$ cat src/rtl/clk_div_monitor.sv
// Divided-clock monitor: measures high/low phase lengths of i_div_clk in i_ref_clk cycles,
// flags period mismatches against the expected ratio, detects stalls and tracks lock.
module clk_div_monitor #(
  parameter int LOCK_CNT = 4,
  parameter int TMO_MAX  = 31
) (
  input  logic       i_ref_clk,
  input  logic       i_rst,
  input  logic       i_mon_en,
  input  logic       i_div_clk,
  input  logic [4:0] i_exp_ratio,
  output logic [4:0] o_high_cnt,
  output logic [4:0] o_low_cnt,
  output logic [5:0] o_ratio,
  output logic       o_valid,
  output logic       o_err,
  output logic       o_timeout,
  output logic       o_lock
);

  // state | meaning
  // IDLE  | disabled or bypassed, nothing measured
  // SYNC  | waiting for a rising edge to start a clean period
  // HIGH  | counting the high phase
  // LOW   | counting the low phase; next rise completes the period
  typedef enum logic [1:0] {IDLE, SYNC, HIGH, LOW} state_t;

  state_t      state_q, state_d;
  logic        d_q;
  logic [4:0]  exp_q;
  logic [4:0]  hi_q, hi_d, lo_q, lo_d;
  logic [2:0]  mcnt_q, mcnt_d, mcnt_inc;
  logic        lock_d, pub, err_d, tmo_d;
  logic        rise, fall, bypass, exp_chg, match;
  logic [4:0]  half;
  logic [5:0]  sum;

  assign rise    = i_div_clk & ~d_q;
  assign fall    = ~i_div_clk & d_q;
  assign bypass  = (i_exp_ratio <= 5'd1);
  assign exp_chg = (i_exp_ratio != exp_q);
  assign half    = exp_q >> 1;
  assign sum     = {1'b0, hi_q} + {1'b0, lo_q};

  // The sum check rules out the half/half+1 split for even ratios.
  assign match = (sum == {1'b0, exp_q}) &&
                 (((hi_q == half) && (lo_q == half)) ||
                  ((hi_q == half) && (lo_q == half + 5'd1)) ||
                  ((hi_q == half + 5'd1) && (lo_q == half)));

  assign mcnt_inc = (mcnt_q >= 3'(LOCK_CNT)) ? mcnt_q : mcnt_q + 3'd1;

  always_comb begin
    state_d = state_q;
    hi_d    = hi_q;
    lo_d    = lo_q;
    mcnt_d  = mcnt_q;
    lock_d  = o_lock;
    pub     = 1'b0;
    err_d   = 1'b0;
    tmo_d   = 1'b0;
    if (!i_mon_en || bypass || exp_chg) begin
      state_d = (!i_mon_en || bypass) ? IDLE : SYNC;
      hi_d    = '0;
      lo_d    = '0;
      mcnt_d  = '0;
      lock_d  = 1'b0;
    end else begin
      unique case (state_q)
        IDLE: state_d = SYNC;
        SYNC: begin
          if (rise) begin
            state_d = HIGH;
            hi_d    = 5'd1;
          end
        end
        HIGH: begin
          if (fall) begin
            state_d = LOW;
            lo_d    = 5'd1;
          end else if (hi_q == 5'(TMO_MAX)) begin
            state_d = SYNC;
            tmo_d   = 1'b1;
            hi_d    = '0;
            lo_d    = '0;
            mcnt_d  = '0;
            lock_d  = 1'b0;
          end else if (i_div_clk) begin
            hi_d = hi_q + 5'd1;
          end
        end
        LOW: begin
          if (rise) begin
            state_d = HIGH;
            pub     = 1'b1;
            hi_d    = 5'd1;
            lo_d    = '0;
            if (match) begin
              mcnt_d = mcnt_inc;
              lock_d = (mcnt_inc >= 3'(LOCK_CNT));
            end else begin
              err_d  = 1'b1;
              mcnt_d = '0;
              lock_d = 1'b0;
            end
          end else if (lo_q == 5'(TMO_MAX)) begin
            state_d = SYNC;
            tmo_d   = 1'b1;
            hi_d    = '0;
            lo_d    = '0;
            mcnt_d  = '0;
            lock_d  = 1'b0;
          end else if (!i_div_clk) begin
            lo_d = lo_q + 5'd1;
          end
        end
        default: state_d = IDLE;
      endcase
    end
  end

  always_ff @(posedge i_ref_clk) begin
    if (i_rst) begin
      state_q    <= IDLE;
      d_q        <= 1'b0;
      exp_q      <= '0;
      hi_q       <= '0;
      lo_q       <= '0;
      mcnt_q     <= '0;
      o_high_cnt <= '0;
      o_low_cnt  <= '0;
      o_ratio    <= '0;
      o_valid    <= 1'b0;
      o_err      <= 1'b0;
      o_timeout  <= 1'b0;
      o_lock     <= 1'b0;
    end else begin
      state_q   <= state_d;
      d_q       <= i_div_clk;
      exp_q     <= i_exp_ratio;
      hi_q      <= hi_d;
      lo_q      <= lo_d;
      mcnt_q    <= mcnt_d;
      o_valid   <= pub;
      o_err     <= err_d;
      o_timeout <= tmo_d;
      o_lock    <= lock_d;
      if (pub) begin
        o_high_cnt <= hi_q;
        o_low_cnt  <= lo_q;
        o_ratio    <= sum;
      end
    end
  end

endmodule

$ cat config.mk
export PLATFORM = sky130hd
export DESIGN_NAME = clk_div_monitor
export DESIGN_NICKNAME = d
export VERILOG_FILES = /design/src/rtl/clk_div_monitor.sv
export SDC_FILE = /design/constraint.sdc
export NUM_CORES = 1
export LEC_CHECK = 0
export BUFFER_PORTS_ARGS = -buffer_cell sky130_fd_sc_hd__buf_4
export CELL_PAD_IN_SITES_DETAIL_PLACEMENT = 1
export CELL_PAD_IN_SITES_GLOBAL_PLACEMENT = 1
export CORE_AREA = 5 5 79 81
export CTS_CLUSTER_SIZE = 14
export DETAILED_ROUTE_END_ITERATION = 10
export DIE_AREA = 0 0 84 86
export GPL_TIMING_DRIVEN = 0
export PLACE_DENSITY_LB_ADDON = 0.1
export SYNTH_ARGS = -nofsm -noshare
export SYNTH_HDL_FRONTEND = slang
export SYNTH_SLANG_ARGS = --single-unit
export TNS_END_PERCENT = 30
$ cat constraint.sdc
create_clock -name i_ref_clk -period 3.3 [get_ports i_ref_clk]
set_clock_uncertainty 0.05 [all_clocks]
set_input_delay 0.33 -clock i_ref_clk [delete_from_list [all_inputs] [get_ports i_ref_clk]]
set_output_delay 0.33 -clock i_ref_clk [all_outputs]
set_load 0.005 [all_outputs]
==> flow_summary.json, run 1 <==
{
  "power_density_nw_per_um2": 367,
  "run_status": "finished clean",
  "total_leakage_power_nw": 1.17,
  "core_sq_um": 5410,
  "end_kind": "register",
  "setup_slack_ns": 0.587,
  "finalSetupViolCount": 0,
  "drt-wirelength-per-cell_um": 15.7,
  "layout-drive-gt1-share_pct": 14.7,
  "critPathLaunchType": "register",
  "hold_path_startpoint": "i_exp_ratio[1]",
  "rsz0062_at_grt": "false",
  "tightest_slew_ns": 1.15,
  "drtIter0Drc": 88,
  "synth_area_sq_um": 2270,
  "vias": 2044,
  "htree_levels": 2,
  "crit_path_start": "lo_q[1]",
  "dieHeight_um": 86,
  "synth-edff-count": 0,
  "hold_path_class": "in2reg",
  "ant_nets": 0,
  "period_share_pct": 82.2,
  "ys_seq_area_share_pct": 35.2,
  "cp_max_fo": 9,
  "yosysWarningCount": 0,
  "ys_ff_latch": 40,
  "worstPathRequired_ns": 3.48,
  "clk_latency_ns": 0.30,
  "setup_tns_ns": 0,
  "maxSlewViolCount": 0,
  "grt-ovfl-total": 0,
  "synthArstFlopShare_pct": 0,
  "postCtsSetupBuffers": 0,
  "mostFrequentLayoutCells": "40 x dfxtp_1, 33 x nor2_1, 31 x buf_4",
  "ff2ff_setup_slack_ns": 0.59,
  "globalplace.congestion": 0.803,
  "critical_path_class": "reg2reg",
  "grt_pass1_wl_um": 10000,
  "via_per_inst": 5.41,
  "netlist_instances": 270,
  "initial_utilization_pct": 42.1,
  "antenna_cells": 0,
  "area_growth_pct": 18.3,
  "final_common_cell": "dfxtp_1",
  "routed_wl_um": 5920,
  "ir_drop_uv": 179,
  "hold_viol_final": 0,
  "worstPathArrival_ns": 2.89,
  "relSlewSlack_pct": 22.2,
  "die_area_sq_um": 7220,
  "num_io_pins": 29,
  "grt_max_degree": 15,
  "clock-sinks": 40,
  "fmax_ghz": 0.369,
  "cts.reportedPaths.clkPinSlew_ns": 0.09,
  "detail_route.first_pass.iterations": 4,
  "synth.avg_cell_area_sq_um": 8.42,
  "track_usage_pct": 17.1,
  "cts.path.max_buffers": 2,
  "drcViolationCount": 0,
  "drv_cap": 0,
  "ys_types": 42,
  "numCtsBuffers": 5,
  "dpl.hpwl_um": 4510,
  "root_buffer": "clkbuf_8",
  "nets": 327,
  "syn_nets": 292,
  "fin_crit_ns": 2.71,
  "post-place-ws_ns": 0.635,
  "postCtsHoldBufs": 0,
  "cts_resized": 0,
  "rr_worst_depth": 6,
  "utilization_pct": 49.8,
  "cts_tree": "done",
  "grt_pass1_vias": 2054,
  "io_buffer_count": 28,
  "r2r-end": "lo_q[2]",
  "antenna_found_initial": 0,
  "fp.dieW_um": 84,
  "synth_ff_type": "dfxtp_1",
  "r2r_start": "lo_q[1]",
  "crit_path_end": "lo_q[2]",
  "core.rowCount": 27
}
[layer usage]
metal	share of wire, %	global-route usage (%)
met1	48	21.9
met2	48	29.8
met3	3.1	2.88
met4	0.86	4.39
met5	0	0
[synth_stat cells, types with 2 or more instances]
master | n | area share [%]
dfxtp_1 | 40 | 35
nor2_1 | 33 | 5.4
nand2_1 | 22 | 3.6
a21oi_1 | 18 | 4.0
xnor2_1 | 16 | 6.2
mux2i_1 | 14 | 6.2
ha_1 | 12 | 6.6
nor2b_1 | 12 | 3.3
o21ai_0 | 11 | 2.4
xor2_1 | 10 | 3.9
inv_1 | 9 | 1.5
nand3_1 | 9 | 2.0
clkbuf_1 | 6 | 0.99
nor3_1 | 5 | 1.1
and3_1 | 4 | 1.1
buf_2 | 4 | 0.88
nor3b_1 | 4 | 1.3
buf_4 | 3 | 0.99
nand4_1 | 3 | 0.83
nor4_1 | 3 | 0.83
o22ai_1 | 3 | 0.83
or3_1 | 3 | 0.83
a21o_1 | 2 | 0.66
a31oi_1 | 2 | 0.55
nand2b_1 | 2 | 0.55
nor4b_1 | 2 | 0.77
o221ai_1 | 2 | 0.77
or4_1 | 2 | 0.66
[flip-flops by register name, summed over array words and instances (netlist names)]
signal      flops
d_q             1
exp_q           5
hi_q            5
lo_q            5
mcnt_q          2
o_err           1
o_high_cnt      5
o_lock          1
o_low_cnt       5
o_ratio         6
o_timeout       1
o_valid         1
state_q         2
[worst min-delay path by stage]
stage	to	slack (ns)	depth (start not counted)
finish	exp_q[1]	0.22	2
global placement	o_ratio[5]	0.41	2
floorplan	d_q	0.35	1
CTS	exp_q[1]	0.22	2
detailed placement	o_ratio[5]	0.41	2
global route	d_q	0.22	2
[worst max-delay path, stage by stage (launching register included)]
cell and delay [ns]:
dfxtp_1 0.46, ha_1 0.29, and3_1 0.19, ha_1 0.26, o311ai_1 0.99, o21ai_0 0.22, a21oi_1 0.17
[power by group]
group,internal [mW],switching [mW]
clock network,0.228,0.193
registers,0.487,0.00270
logic,0.0316,0.0439
total,0.746,0.240
[area by class of cell]
type | count | area (sq um)
Buffer | 13 | 65.1
Clock inverter | 3 | 46.3
Tap cell | 72 | 90.1
Clock buffer | 5 | 68.8
Sequential cell | 40 | 801
Timing Repair Buffer | 28 | 210
Multi-Input combinational cell | 208 | 1380
Fill cell | 683 | 2720
Inverter | 9 | 33.8
[logic make-up (layout without fill, tap and decap cells)]
group / after synthesis / count (layout) / synth area share (%)
multiplexers: 14 / 14 / 6.16
flip-flops: 40 / 40 / 35.2
AND/OR/NAND/NOR: 104 / 104 / 22.3
XOR/XNOR: 26 / 26 / 10.0
adder cells (fa/ha/maj): 13 / 13 / 7.48
buffers and inverters: 22 / 58 / 4.35
AO/OA/AOI/OAI: 51 / 51 / 14.5
[metrics by stage]
stage,hold WS [ns],power (mW),instances,cell area (sq um)
2_1_floorplan,0.352,0.552,270,2270
3_3_place_gp,0.410,0.575,370,2570
3_5_place_dp,0.414,0.577,370,2570
4_1_cts,0.215,0.996,378,2690
5_1_grt,0.219,1.03,378,2690
6_report,0.218,0.986,378,2690
(Power assumes the default switching activity.)
==> run 2: changes to the inputs <==
Clock period 3.3 ns to 2.7 ns, I/O delays scaled along.
==> run 2 against run 1 <==
Final cell count stayed put. Via count rose by 0.73%. Die area is the same. Hold slack got worse by 0.061 ns. Flip-flop and latch count unchanged.
==> flow_summary.json, run 2 (same netlist as run 1, synthesis figures left out) <==
{
  "setup_tns_ns": 0,
  "antenna_cells": 0,
  "mostFrequentLayoutCells": "39 x dfxtp_1, 33 x nor2_1, 31 x buf_4",
  "layout-drive-gt1-share_pct": 16.0,
  "r2r-end": "mcnt_q[0]",
  "hold_path_class": "in2reg",
  "end_kind": "register",
  "placedCellCount": 370,
  "area_growth_pct": 19.5,
  "final_cell_area_sq_um": 2720,
  "die_area_sq_um": 7220,
  "ff2ff_setup_slack_ns": 0.03,
  "fmax_ghz": 0.374,
  "largest_reg_flops": 6,
  "layout.cells.non_filler": 378,
  "cp_max_fo": 7,
  "dpl.hpwl_um": 4510,
  "whs_path_depth": 2,
  "grt_pass1_vias": 2069,
  "worstPathArrival_ns": 2.85,
  "critical_path_class": "reg2reg",
  "num_io_pins": 29,
  "grt-ovfl-total": 0,
  "htree_levels": 2,
  "ant_nets": 0,
  "critPathLaunchType": "register",
  "routed_wl_um": 5970,
  "postCtsHoldBufs": 0,
  "regMostFlops": "o_ratio",
  "cts_tree": "done",
  "relSlewSlack_pct": 55.2,
  "multiInputGateArea_sq_um": 1400,
  "seqCellArea_sq_um": 802,
  "fill_cells": 681,
  "rr_worst_depth": 9,
  "numCtsBuffers": 5,
  "hold_path_end": "exp_q[1]",
  "nets": 327,
  "maxSlewViolCount": 0,
  "hold_path_startpoint": "i_exp_ratio[1]",
  "finalSetupViolCount": 0,
  "rsz0062_at_grt": "true",
  "dpl-instance-area_sq_um": 2570,
  "drt-wirelength-per-cell_um": 15.8,
  "antenna_found_initial": 0,
  "fp.dieW_um": 84,
  "initial_utilization_pct": 42.1,
  "core_sq_um": 5410,
  "drv_cap": 0,
  "final_common_cell": "dfxtp_1",
  "cpPeakStageDelay_ns": 0.43,
  "clock-sinks": 40,
  "r2r_start": "hi_q[0]",
  "cp_slowest_cell": "dfxtp_1",
  "grt_pass1_wl_um": 10200,
  "io_buffer_count": 28,
  "total_leakage_power_nw": 1.17,
  "grt_max_degree": 15,
  "period_share_pct": 99.0,
  "path_cells": "ha_1 -> fa_1 -> a21o_1 -> a21oi_1 -> xnor2_1 -> nand4_1 -> a211oi_4 -> nand3_1 -> a31oi_1",
  "power_density_nw_per_um2": 445,
  "core.rowCount": 27,
  "fin_crit_ns": 2.67,
  "clk_latency_ns": 0.30,
  "track_usage_pct": 17.3,
  "worstPathRequired_ns": 2.88,
  "cts.reportedPaths.clkPinSlew_ns": 0.09,
  "detail_route.first_pass.iterations": 4,
  "drtIter0Drc": 79,
  "globalplace.congestion": 0.803,
  "vias": 2059,
  "hold_viol_final": 0,
  "ir_drop_uv": 219,
  "root_buffer": "clkbuf_8",
  "drcViolationCount": 0,
  "run_status": "finished clean",
  "cts.path.max_buffers": 2,
  "tightest_slew_ns": 0.663,
  "via_per_inst": 5.45,
  "dieHeight_um": 86
}
## run 2: area by class of cell
cell class	count	share of cell area, %
Inverter	9	1.24
Buffer	13	2.39
Clock inverter	3	1.70
Multi-Input combinational cell	208	51.6
Timing Repair Buffer	28	7.73
Sequential cell	40	29.5
Clock buffer	5	2.53
Tap cell	72	3.31
## run 2: metrics by stage
stage	util (%)	total power, mW	worst slack, ns	hold slack, ns
2_1_floorplan	-	0.675	0.419	0.292
3_3_place_gp	47.6	0.703	0.0769	0.410
3_5_place_dp	47.6	0.705	0.0355	0.414
4_1_cts	50.0	1.22	0.00901	0.155
5_1_grt	50.3	1.26	-0.170	0.159
6_report	50.3	1.21	0.0257	0.158
## run 2: power by group
| group | internal (mW) | leakage, nW | switching (mW) |
|---|---|---|---|
| logic | 0.0392 | 0.789 | 0.0562 |
| clock network | 0.279 | 0.0548 | 0.237 |
| registers | 0.595 | 0.324 | 0.00329 |
| total | 0.913 | 1.17 | 0.296 |
## run 2: critical path, delay by kind of cell (launching register included)
kind | cells | cell delay (ns)
xor gates and xnor gates | 1 | 0.20
adders and majority gates | 2 | 0.68
and+or+nand+nor | 2 | 0.29
AOI/OAI and AO/OA | 4 | 0.96
DFF | 1 | 0.43
## run 2: worst max path at each step
| stage | slack (ns) | endpoint | startpoint |
|---|---|---|---|
| finish | 0.03 | mcnt_q[0] | hi_q[0] |
| global route | -0.17 | mcnt_q[0] | hi_q[0] |
| CTS | 0.009 | mcnt_q[0] | hi_q[0] |
| detailed placement | 0.04 | mcnt_q[0] | hi_q[0] |
| global placement | 0.08 | mcnt_q[0] | hi_q[0] |
| floorplan | 0.42 | mcnt_q[0] | hi_q[0] |
## run 2: timing repair
item / 4_1_cts / 5_1_grt
setup endpoints to repair: 1 / 10
buffers inserted: 0 / 0
gates resized for setup: 2 / 3
## run 2: routing by layer
layer	share of wire [%]	routed length [um]	vias up	GRT usage (%)
met5	0	0	-	0
met4	1.0	62	0	4.39
met3	3.7	222	8	2.88
met2	48	2870	31	30.3
met1	47	2810	1009	22.2
li1	-	-	1011	-
==> run 3: changes to the inputs <==
Settings changed: ABC_AREA set to 1, CORE_AREA 5 5 79 81 to 5 5 84 86, CTS_CLUSTER_DIAMETER set to 100, DIE_AREA 0 0 84 86 to 0 0 89 91.
==> run 3 against run 2 <==
Non-clock buffer count shrank 4. Clock-buffer cell count is the same. Critical endpoint unchanged. Combinational power increased by 20%. Sequential power is essentially flat. Largest power group unchanged.
==> flow_summary.json, run 3 <==
{
  "hold_path_startpoint": "i_rst",
  "ys_types": 38,
  "cts_resized": 0,
  "root_buffer": "clkbuf_8",
  "ys_seq_area_share_pct": 32.0,
  "ff2ff_setup_slack_ns": 0.31,
  "largest_reg_flops": 6,
  "cp_slowest_cell": "dfxtp_1",
  "ir_drop_uv": 236,
  "synth_ff_type": "dfxtp_1",
  "detail_route.first_pass.iterations": 4,
  "hold_path_class": "in2reg",
  "dieHeight_um": 91,
  "globalplace.congestion": 0.826,
  "synth_top_area_cell": "dfxtp_1",
  "fin_crit_ns": 2.39,
  "hold_viol_final": 0,
  "grt_pass1_wl_um": 11800,
  "ant_nets": 0,
  "ys_ff_latch": 40,
  "fmax_ghz": 0.419,
  "drt-wirelength-per-cell_um": 15.0,
  "rr_worst_depth": 9,
  "grt-ovfl-total": 0,
  "cts.path.max_buffers": 2,
  "routed_wl_um": 7160,
  "dpl.hpwl_um": 5750,
  "synth_top_area_share_pct": 32.0,
  "numCtsBuffers": 5,
  "path_cells": "ha_1 -> fa_1 -> xnor2_1 -> nand2_1 -> nor2_1 -> nand3_1 -> nor2_1 -> nand3_1 -> a21oi_1",
  "final_common_cell": "nand2_1",
  "critical_path_class": "reg2reg",
  "grt_use_met2_pct": 31.7,
  "antenna_cells": 0,
  "critPathLaunchType": "register",
  "period_share_pct": 88.3,
  "cp_top_family": "adder cells",
  "worst-path-buf-inv": 0,
  "r2r_start": "lo_q[0]",
  "hold_path_end": "o_valid",
  "synth_commonest_cells": "104 x nand2_1, 40 x dfxtp_1, 38 x nor2_1",
  "grt_pass1_vias": 2388,
  "clock-sinks": 40,
  "total_leakage_power_nw": 1.32,
  "initial_utilization_pct": 40.4,
  "end_kind": "register",
  "area_growth_pct": 15.7,
  "clk_latency_ns": 0.30,
  "antenna_found_initial": 0,
  "maxSlewViolCount": 0,
  "via_per_inst": 5.05,
  "netlist_instances": 365,
  "fp.dieW_um": 89,
  "layout-drive-gt1-share_pct": 16.5,
  "drtIter0Drc": 101,
  "synth.avg_cell_area_sq_um": 6.86,
  "power_density_nw_per_um2": 387,
  "syn_nets": 387,
  "cpPeakStageDelay_ns": 0.54,
  "synth-edff-count": 0,
  "die_area_sq_um": 8100,
  "run_status": "finished clean",
  "synth.most_common_cell": "nand2_1",
  "drv_cap": 0,
  "synth_top_family_by_area": "simple AND/OR/NAND/NOR gates",
  "rsz0062_at_grt": "false",
  "mostFrequentLayoutCells": "104 x nand2_1, 40 x dfxtp_1, 38 x nor2_1",
  "relSlewSlack_pct": 56.5,
  "whs_path_depth": 2,
  "cp_max_fo": 7,
  "r2r-end": "mcnt_q[0]",
  "met3_usage_pct": 3.44,
  "whs_ns": 0.112,
  "track_usage_pct": 18.7,
  "htree_levels": 2,
  "tightest_slew_ns": 0.652,
  "worstPathArrival_ns": 2.57,
  "grt_busiest_layer": "met2",
  "globalRouteMet1Util_pct": 24.8,
  "finalSetupViolCount": 0,
  "nets": 422,
  "cts_tree": "done",
  "num_io_pins": 29,
  "drcViolationCount": 0,
  "cts.reportedPaths.clkPinSlew_ns": 0.09,
  "synthArstFlopShare_pct": 0,
  "setup_tns_ns": 0,
  "io_buffer_count": 28,
  "worstPathRequired_ns": 2.88,
  "regMostFlops": "o_ratio",
  "synth_xor_area_share_pct": 3.50,
  "vias": 2414,
  "synth_area_sq_um": 2500,
  "yosysWarningCount": 0,
  "synth_area_leaders": "dfxtp_1 32%, nand2_1 16%, nand3_1 7.0%",
  "synth_compound_area_share_pct": 11.6,
  "synth_mux_area_share_pct": 0,
  "synthSimpleGateAreaFrac_pct": 37.1,
  "postCtsHoldBufs": 0,
  "core.rowCount": 29,
  "yosys.area_share.adder_pct": 6.80,
  "postCtsSetupBuffers": 0,
  "core_sq_um": 6200,
  "grt_max_degree": 14
}
[run 3: cell type report]
type,instances,area [sq um]
repair buffers,28,210
inverters,43,163
clock buffers,5,68.8
well taps,77,96.3
clock inverters,3,18.8
fillers,848,3310
multi-input cells,273,1480
plain buffers,9,63.8
flip-flops and latches,40,801
[run 3: worst reg2reg max path, cell delays in order, from the launching register on]
cell	delay [ns]
dfxtp_1	0.54
ha_1	0.28
fa_1	0.48
xnor2_1	0.18
nand2_1	0.07
nor2_1	0.10
nand3_1	0.08
nor2_1	0.28
nand3_1	0.13
a21oi_1	0.14
[run 3: kinds of logic after synthesis]
logic type      count (synthesis)
compound gates                 52
xor+xnor                       10
fa+ha+maj                      13
buf+inv                        52
flops                          40
simple gates                  198
[run 3: where the power goes]
group | total [mW] | internal [mW] | switching [mW]
combinational | 0.114 | 0.0405 | 0.0734
clock | 0.409 | 0.180 | 0.228
sequential | 0.599 | 0.595 | 0.00365
total | 1.12 | 0.816 | 0.305
[run 3: metal layers]
metal  part of all wire (%)  wire [um]
met1                     48       3400
met2                     48       3420
met3                    3.9        282
met4                   0.70         50
met5                      0          0
[run 3: worst max-delay path by stage]
stage,start,to,slack (ns),cells after the start
5_1_grt,lo_q[0],mcnt_q[0],0.09,9
6_report,lo_q[0],mcnt_q[0],0.31,9
4_1_cts,lo_q[0],mcnt_q[0],0.29,9
3_5_place_dp,lo_q[0],mcnt_q[0],0.33,9
3_3_place_gp,lo_q[0],o_lock,0.35,9
2_1_floorplan,hi_q[0],mcnt_q[1],0.78,9
[run 3: per-stage QoR]
step | util, % | area [sq um] | setup slack, ns | cells | power, mW
final | 46.7 | 2900 | 0.315 | 478 | 1.12
after global routing | 46.7 | 2900 | 0.0889 | 478 | 1.18
after CTS | 46.7 | 2900 | 0.290 | 478 | 1.14
after detailed placement | 45.3 | 2810 | 0.328 | 470 | 0.728
after global placement | 45.3 | 2810 | 0.351 | 470 | 0.726
after floorplan | - | 2500 | 0.779 | 365 | 0.693
